<file path="src/rtl/transpose_pkg.sv">
// Shared types and helpers for the streaming transpose ring.
package transpose_pkg;

    localparam int PKG_DATA_WIDTH = 16;
    localparam int PKG_MAT_DIM    = 8;

    typedef enum logic [1:0] {
        EMPTY    = 2'd0,
        FILLING  = 2'd1,
        FULL     = 2'd2,
        DRAINING = 2'd3
    } buf_state_e;

    typedef enum logic {
        MODE_TRANSPOSE = 1'b0,
        MODE_BYPASS    = 1'b1
    } mode_e;

    function automatic logic [PKG_DATA_WIDTH-1:0] lane_sel(
        input logic [PKG_MAT_DIM*PKG_DATA_WIDTH-1:0] vec,
        input int unsigned                           idx
    );
        return PKG_DATA_WIDTH'(vec >> (idx * PKG_DATA_WIDTH));
    endfunction

endpackage

</file>
<file path="src/rtl/transpose_buf_bank.sv">
// One matrix buffer: MAT_DIM stored rows plus the mode latched on row 0.
// Reads return a row (bypass) or a gathered column (transpose).
module transpose_buf_bank
    import transpose_pkg::*;
#(
    parameter int  DATA_WIDTH = PKG_DATA_WIDTH,
    parameter int  MAT_DIM    = PKG_MAT_DIM,
    localparam int IW         = $clog2(MAT_DIM),
    localparam int VW         = MAT_DIM * DATA_WIDTH
) (
    input  logic          clk,
    input  logic          wr_en_i,
    input  logic [IW-1:0] wr_row_i,
    input  logic [VW-1:0] wr_data_i,
    input  logic          mode_we_i,
    input  logic          mode_i,
    input  logic [IW-1:0] rd_idx_i,
    output logic [VW-1:0] rd_data_o,
    output logic          rd_mode_o
);

    logic [VW-1:0] rows_q [MAT_DIM];
    mode_e         mode_q;

    // Storage is intentionally not reset; occupancy state in the top guards it.
    always_ff @(posedge clk) begin
        if (wr_en_i) begin
            rows_q[wr_row_i] <= wr_data_i;
        end
        if (mode_we_i) begin
            mode_q <= mode_e'(mode_i);
        end
    end

    always_comb begin
        rd_data_o = '0;
        if (mode_q == MODE_BYPASS) begin
            rd_data_o = rows_q[rd_idx_i];
        end else begin
            for (int r = 0; r < MAT_DIM; r++) begin
                rd_data_o[r*DATA_WIDTH +: DATA_WIDTH] = lane_sel(rows_q[r], 32'(rd_idx_i));
            end
        end
    end

    assign rd_mode_o = mode_q;

endmodule

</file>
<file path="src/rtl/transpose_pingpong_unit.sv">
// Ring of NUM_BUF matrix buffers: rows in, columns (or rows in bypass) out.
// state | meaning
// EMPTY    | slot free, may accept row 0
// FILLING  | rows 0..MAT_DIM-2 accepted
// FULL     | all rows stored, waiting for first output beat
// DRAINING | first beat consumed, remaining beats pending
module transpose_pingpong_unit
    import transpose_pkg::*;
#(
    parameter int DATA_WIDTH = 16,
    parameter int MAT_DIM    = 8,
    parameter int NUM_BUF    = 2
) (
    input  logic                          clk,
    input  logic                          rstb,
    input  logic                          s_valid,
    output logic                          s_ready,
    input  logic [MAT_DIM*DATA_WIDTH-1:0] s_data,
    input  logic                          s_mode,
    output logic                          m_valid,
    input  logic                          m_ready,
    output logic [MAT_DIM*DATA_WIDTH-1:0] m_data,
    output logic                          m_last,
    output logic                          m_mode,
    output logic [$clog2(NUM_BUF+1)-1:0]  occupancy
);

    localparam int IW = $clog2(MAT_DIM);
    localparam int PW = $clog2(NUM_BUF);
    localparam int OW = $clog2(NUM_BUF + 1);
    localparam int VW = MAT_DIM * DATA_WIDTH;
    localparam logic [IW-1:0] IDX_LAST = IW'(MAT_DIM - 1);
    localparam logic [PW-1:0] PTR_LAST = PW'(NUM_BUF - 1);

    buf_state_e    state_q [NUM_BUF];
    buf_state_e    state_d [NUM_BUF];
    logic [PW-1:0] wr_ptr_q, wr_ptr_d, rd_ptr_q, rd_ptr_d;
    logic [IW-1:0] wr_row_q, wr_row_d, rd_idx_q, rd_idx_d;
    logic [VW-1:0] bank_data [NUM_BUF];
    logic          bank_mode [NUM_BUF];
    logic          wr_fire, rd_fire;

    // Handshakes come from registered slot state only; rstb gates them off during reset.
    assign s_ready = rstb && (state_q[wr_ptr_q] == EMPTY || state_q[wr_ptr_q] == FILLING);
    assign m_valid = rstb && (state_q[rd_ptr_q] == FULL || state_q[rd_ptr_q] == DRAINING);
    assign wr_fire = s_valid && s_ready;
    assign rd_fire = m_valid && m_ready;

    assign m_data = m_valid ? bank_data[rd_ptr_q] : '0;
    assign m_mode = m_valid && bank_mode[rd_ptr_q];
    assign m_last = m_valid && (rd_idx_q == IDX_LAST);

    for (genvar i = 0; i < NUM_BUF; i++) begin : g_bank
        transpose_buf_bank #(
            .DATA_WIDTH(DATA_WIDTH),
            .MAT_DIM   (MAT_DIM)
        ) u_bank (
            .clk      (clk),
            .wr_en_i  (wr_fire && (wr_ptr_q == PW'(i))),
            .wr_row_i (wr_row_q),
            .wr_data_i(s_data),
            .mode_we_i(wr_fire && (wr_ptr_q == PW'(i)) && (wr_row_q == '0)),
            .mode_i   (s_mode),
            .rd_idx_i (rd_idx_q),
            .rd_data_o(bank_data[i]),
            .rd_mode_o(bank_mode[i])
        );
    end

    always_comb begin
        state_d  = state_q;
        wr_ptr_d = wr_ptr_q;
        rd_ptr_d = rd_ptr_q;
        wr_row_d = wr_row_q;
        rd_idx_d = rd_idx_q;
        if (wr_fire) begin
            wr_row_d = (wr_row_q == IDX_LAST) ? '0 : wr_row_q + 1'b1;
            if (wr_row_q == '0) begin
                state_d[wr_ptr_q] = FILLING;
            end
            if (wr_row_q == IDX_LAST) begin
                state_d[wr_ptr_q] = FULL;
                wr_ptr_d          = (wr_ptr_q == PTR_LAST) ? '0 : wr_ptr_q + 1'b1;
            end
        end
        // Write and read slots never coincide, so both updates can apply together.
        if (rd_fire) begin
            rd_idx_d = (rd_idx_q == IDX_LAST) ? '0 : rd_idx_q + 1'b1;
            if (rd_idx_q == '0) begin
                state_d[rd_ptr_q] = DRAINING;
            end
            if (rd_idx_q == IDX_LAST) begin
                state_d[rd_ptr_q] = EMPTY;
                rd_ptr_d          = (rd_ptr_q == PTR_LAST) ? '0 : rd_ptr_q + 1'b1;
            end
        end
    end

    always_ff @(posedge clk) begin
        if (!rstb) begin
            for (int i = 0; i < NUM_BUF; i++) begin
                state_q[i] <= EMPTY;
            end
            wr_ptr_q <= '0;
            rd_ptr_q <= '0;
            wr_row_q <= '0;
            rd_idx_q <= '0;
        end else begin
            state_q  <= state_d;
            wr_ptr_q <= wr_ptr_d;
            rd_ptr_q <= rd_ptr_d;
            wr_row_q <= wr_row_d;
            rd_idx_q <= rd_idx_d;
        end
    end

    always_comb begin
        occupancy = '0;
        if (rstb) begin
            for (int i = 0; i < NUM_BUF; i++) begin
                if (state_q[i] == FULL || state_q[i] == DRAINING) begin
                    occupancy = occupancy + OW'(1);
                end
            end
        end
    end

endmodule

</file>
<file path="config.mk">
export PLATFORM = sky130hd
export DESIGN_NAME = transpose_pingpong_unit
export DESIGN_NICKNAME = d
export VERILOG_FILES = /design/src/rtl/transpose_pkg.sv /design/src/rtl/transpose_buf_bank.sv /design/src/rtl/transpose_pingpong_unit.sv
export SDC_FILE = /design/constraint.sdc
export NUM_CORES = 2
export LEC_CHECK = 0
export CORE_UTILIZATION = 59
export DETAILED_ROUTE_END_ITERATION = 16
export GPL_ROUTABILITY_DRIVEN = 0
export HOLD_SLACK_MARGIN = 0.08
export PLACE_DENSITY_LB_ADDON = 0.05
export SLEW_MARGIN = 0
export SYNTH_ARGS = -nofsm -noshare
export SYNTH_HDL_FRONTEND = slang
export SYNTH_HIERARCHICAL = 1
export SYNTH_SLANG_ARGS = --single-unit
</file>
<file path="constraint.sdc">
create_clock -name clk -period 25.2 [get_ports clk]
set_clock_uncertainty 0.2 [all_clocks]
set_input_delay 6.3 -clock clk [delete_from_list [all_inputs] [get_ports clk]]
set_output_delay 6.3 -clock clk [all_outputs]
set_load 0.02 [all_outputs]
</file>
# Yosys cells after proc, flatten, opt, wreduce, memory -nomap -nowiden
# Memory sizes are Yosys's and may differ from the RTL's. A register that Yosys moved wholly into a read port is not among the register bits.
# Index checks and enable logic that the tools add are counted.
# classes
n_addsub	5
n_lt_le_gt_ge	4
n_eq_ne	9
shift	16
mux	43
n_bitwise	12
reduce_logical	21
# op_table
op	count
$shr A128 B7 Y16	16
$mux W128	6
$mux W4	8
$mux W2	11
$mux W3	6
$eq A2 B2 Y1 const B	6
$logic_and A1 B1 Y1	12
$mux W1	10
$add A3 B1 Y3 const B	2
$eq A3 B3 Y1 const B	2
$logic_not A3 Y1	2
$and A2 B2 Y2	2
$and A4 B4 Y4	1
$demux W2 S1	2
$ge A2 B2 Y1 const B	2
$logic_or A1 B1 Y1	4
$lt A2 B1 Y1 const B	2
$not A1 Y2	2
$not A2 Y2	2
$not A4 Y4	1
$or A2 B2 Y2	2
$or A4 B4 Y4	1
$reduce_and A2 Y1	2
$add A1 B1 Y1 const B	2
4 further kinds	4
# totals
ff_bits	14
mem_bits_rw	2048
output_inout_bits	134
mem_count	2
# mem_list
name	depth	width	rd	rd_ports_with_merged_regs	write_ports	line	source
g_bank[0].u_bank.rows_q	8	128	9	1	1	transpose_buf_bank.sv:22	logic [VW-1:0] rows_q [MAT_DIM];
g_bank[1].u_bank.rows_q	8	128	9	1	1	transpose_buf_bank.sv:22	

# Logic depth before layout (Yosys ltp)
# depth
ltp_word	18
mapped_depth	11

# Modules after synthesis
# The synthesis kept the hierarchy.
# by_module_without_submodules
mod	n_inst	cells_per_inst	area_per_inst_um2	seq_area_each_um2
transpose_buf_bank	2	1891	46163.0	30779.5
transpose_pingpong_unit	1	369	2662.6	200.2

# Least setup slack after synthesis
# OpenSTA, ideal clock, no wires.
# synth_path
path_kind	input -> register
from	input rstb
to	memory g_bank[0].u_bank/rows_q[4][0] (netlist bit), enable pin
setup_time_ns	0.772
arrival_time_ns	15.515
path_slack_ns	8.714
stages	5
path_cell_list	buf_2 -> nand2_1 -> nor3_1 -> nand2_1 -> nor3_1
# synth_via
elab_chain_cells	5
# synth_rtl
item	line	source
start, declared	transpose_pingpong_unit.sv:15	input logic rstb,
$logic_and A1 B1 Y1	transpose_pingpong_unit.sv:44	assign s_ready = rstb && (state_q[wr_ptr_q] == EMPTY || state_q[wr_ptr_q] == FILLING);
$logic_and A1 B1 Y1	transpose_pingpong_unit.sv:46	assign wr_fire = s_valid && s_ready;
$logic_and A1 B1 Y1	transpose_pingpong_unit.sv:59	.wr_en_i (wr_fire && (wr_ptr_q == PW'(i))),
$mux W1	transpose_buf_bank.sv:27	if (wr_en_i) begin
$mux W1 (not written as such)	transpose_buf_bank.sv:28	rows_q[wr_row_i] <= wr_data_i;
end, declared	transpose_buf_bank.sv:22	
# No other way between the ends.

# Worst setup path in the final report
# layout_path
from	input rstb
to	output m_data[111]
# layout_via
elab_chain_cells	2
# layout_rtl
item	line	source
$logic_and A1 B1 Y1	transpose_pingpong_unit.sv:45	assign m_valid = rstb && (state_q[rd_ptr_q] == FULL || state_q[rd_ptr_q] == DRAINING);
$mux W128	transpose_pingpong_unit.sv:49	assign m_data = m_valid ? bank_data[rd_ptr_q] : '0;
end, declared	transpose_pingpong_unit.sv:22	output logic [MAT_DIM*DATA_WIDTH-1:0] m_data,
# No other way between the ends.

==> impl_metrics.env <==
export IMPL_drt_iter0_drc=7202
export IMPL_comb_power_share_pct=2.5
export IMPL_die_area_sq_um=163000
export IMPL_drive_gt1_share_pct=37.3
export IMPL_coreArea_sq_um=159000
export IMPL_vias=49086
export IMPL_cp_end_kind="output pin"
export IMPL_worstPathArrival_ns=9.18
export IMPL_synth_mux_area_share_pct=31.1
export IMPL_grt_max_degree=165
export IMPL_switchingPower_mw=1.42
export IMPL_ctsHoldBuffers=0
export IMPL_max_clock_freq_mhz=63.8
export IMPL_overflow=0
export IMPL_cts_path_max_buffers=3
export IMPL_cts_buffers=207
export IMPL_grt_setup_unrepaired="false"
export IMPL_io_pins=267
export IMPL_clock_root_buffer="clkbuf_16"
export IMPL_status="complete, no violations"
export IMPL_insertion_delay_ns=0.83
export IMPL_synth_cells=4151
export IMPL_intPower_mw=5.64
export IMPL_synth_ff_type="edfxtp_1"
export IMPL_hold_viol_final=0
export IMPL_critPathMaxFanout=67
export IMPL_mostFrequentLayoutCell="edfxtp_1"
export IMPL_rows=146
export IMPL_postCtsSetupRepairBufs=0
export IMPL_start_util_pct=59.7
export IMPL_cts_sinks=2060
export IMPL_synth_compound_area_share_pct=0.801
export IMPL_synth_edf_count=2050
export IMPL_place_area_sq_um=99600
export IMPL_grt_antenna_before_repair=42
export IMPL_ant_nets=0
export IMPL_synth_xor_area_share_pct=0
export IMPL_fin_ws_ns=9.52
export IMPL_drv_cap=0
export IMPL_port_buffers=266
export IMPL_worstMarginPinSlew_ns=1.36
export IMPL_fin_area_sq_um=107000
export IMPL_synthAdderAreaFrac_pct=0.0922
export IMPL_yosysWarningCount=6
export IMPL_syn_area_per_cell_sq_um=22.9
export IMPL_critPathKind="in2out"
export IMPL_hp_class="reg2reg"
export IMPL_ys_seq_elements=2060
export IMPL_crit_required_ns=18.70
export IMPL_nets=4554
export IMPL_fp_dieW_um=403
export IMPL_hpwl_um=171000
export IMPL_async_flop_share_pct=0
export IMPL_dp_slack_ns=9.59
export IMPL_finalCritPeriodShare_pct=62.2
export IMPL_slew_viol_final=0
export IMPL_path_clk_slew_ns=0.06
export IMPL_ys_seq_area_share_pct=65.0
export IMPL_setup_violations=0
export IMPL_h_tree_depth=4
export IMPL_ctsResizeCount=0
export IMPL_synth_area_sq_um=95000
export IMPL_p_sw_share_pct=20.1
export IMPL_start_kind="input pin"
export IMPL_synth_top_family_by_area="multiplexers"
export IMPL_syn_nets=4291
export IMPL_period_needed_ns=15.68
export IMPL_max_slew_margin_rel_pct=6.49
export IMPL_final_cell_mix="edfxtp_1 (2050), mux4_2 (1230), clkdlybuf4s50_1 (266), clkbuf_16 (215), mux2i_1 (158)"
export IMPL_leakage_nw=30.9
export IMPL_vdd_drop_max_v=0.0000831
export IMPL_synthToLayoutAreaGrowth_pct=12.2
export IMPL_gr_usage_all_layers_pct=33.1
export IMPL_nFillCells=9988
export IMPL_final_setup_tns_ns=0
export IMPL_wl_um=263000
export IMPL_remaining_drc_errors=0
export IMPL_power_density_nw_per_um2=66.3
export IMPL_whs_ns=0.418
export IMPL_viasPerCell=7.26
export IMPL_grt_pass1_vias=48411
export IMPL_clkPwrFrac_pct=43.8
export IMPL_grt_pass1_wl_um=374000
export IMPL_share_seq_of_total_power_pct=53.7
export IMPL_synth_cell_types=45
export IMPL_firstDrtPassIters=6
export IMPL_fp_dieH_um=403
export IMPL_yosys_area_share_simple_pct=0.960
export IMPL_wire_per_inst_um=38.8
export IMPL_cts_tree="done"
==> per-stage QoR <==
step                util (%)  total power, mW  instances
floorplan                  -             3.91       4151
global placement        62.6             4.04       6351
detailed placement      62.6             4.04       6351
CTS                     66.9             7.09       6731
global route            66.9             7.22       6733
finish                  67.0             7.06       6763
==> cell type report <==
class / instances / area [sq um] / area share (%)
inverter: 16 / 75.1 / 0.0705
tap: 2146 / 2690 / 2.52
multi-input combinational: 1747 / 31400 / 29.5
timing repair buffer: 382 / 3670 / 3.45
antenna: 32 / 80.1 / 0.0752
clock buffer: 247 / 5500 / 5.16
clock inverter: 133 / 1300 / 1.22
sequential: 2060 / 61800 / 58.0
==> power by group through the flow <==
stage               Clock (mW)  Combinational, mW  Sequential (mW)
finish                    3.09              0.177             3.79
global route              3.24              0.184             3.79
CTS                       3.12              0.176             3.79
detailed placement           0              0.176             3.87
global placement             0              0.174             3.87
floorplan                    0             0.0480             3.87
==> layer usage <==
layer / vias up / GRT usage, % / wire length (um)
met2: 3201 / 47.8 / 119000
met3: 310 / 10.3 / 36200
met4: 20 / 7.66 / 5520
met5: - / 0 / 127
li1: 19110 / - / -
met1: 26445 / 50.5 / 102000
==> worst max-delay path: stages <==
cell	delay [ns]
clkdlybuf4s50_1	0.73
nand2_4	0.63
buf_4	0.63
nor2_1	0.15
clkdlybuf4s50_1	0.59
==> kinds of logic after synthesis <==
| kind of cell | Yosys count |
|---|---|
| adder cells (fa/ha/maj) | 7 |
| AO/OA/AOI/OAI | 116 |
| flip-flops | 2060 |
| AND/OR/NAND/NOR | 215 |
| buffers and inverters | 344 |
| multiplexers | 1409 |
==> flip-flops by register name, summed over array words and instances (netlist names) <==
signal,count
state_q,2
g_bank.u_bank/rows_q,2048
g_bank.u_bank/rd_mode_o,2
wr_row_q,3
wr_ptr_q,1
rd_ptr_q,1
rd_idx_q,3
==> cells in the mapped netlist, types with 2 or more instances <==
cell type	n	area (sq um)
mux2i_1	171	1710
clkbuf_1	85	319
and3_1	7	43.8
o22ai_1	2	12.5
inv_1	14	52.6
buf_8	2	30.0
buf_2	86	430
buf_4	74	556
buf_6	35	394
edfxtp_1	2050	61600
a2111o_1	2	22.5
dfxtp_1	10	200
nand2_1	22	82.6
o32ai_1	4	35.0
o21ai_0	36	180
nor3_1	7	35.0
and2_1	2	12.5
o221ai_1	10	87.6
nor2_1	152	571
inv_2	2	7.51
nand2b_1	11	68.8
a221o_1	2	20.0
nand4_1	2	12.5
mux2_2	7	78.8
ha_1	7	87.6
o21a_1	2	15.0
a21oi_1	20	100
mux4_2	1230	27700
a31oi_1	2	12.5
nor2b_1	2	12.5
or2_2	4	25.0
a21boi_0	6	45.0
a22oi_1	20	150
o211ai_1	7	52.6
buf_1	46	173
==> worst paths after layout <==
path / start / to / slack (ns) / cells after the start
setup / recovery: rstb / m_data[111] / 9.52 / 5
hold / removal: state_q[1] / state_q[1] / 0.42 / 2
setup reg to reg: wr_ptr_q / g_bank[1].u_bank/rows_q[5][75] / 21.26 / 5
hold reg to reg: state_q[1] / state_q[1] / 0.42 / 2
No activity file was read; power rests on OpenSTA's default activity.
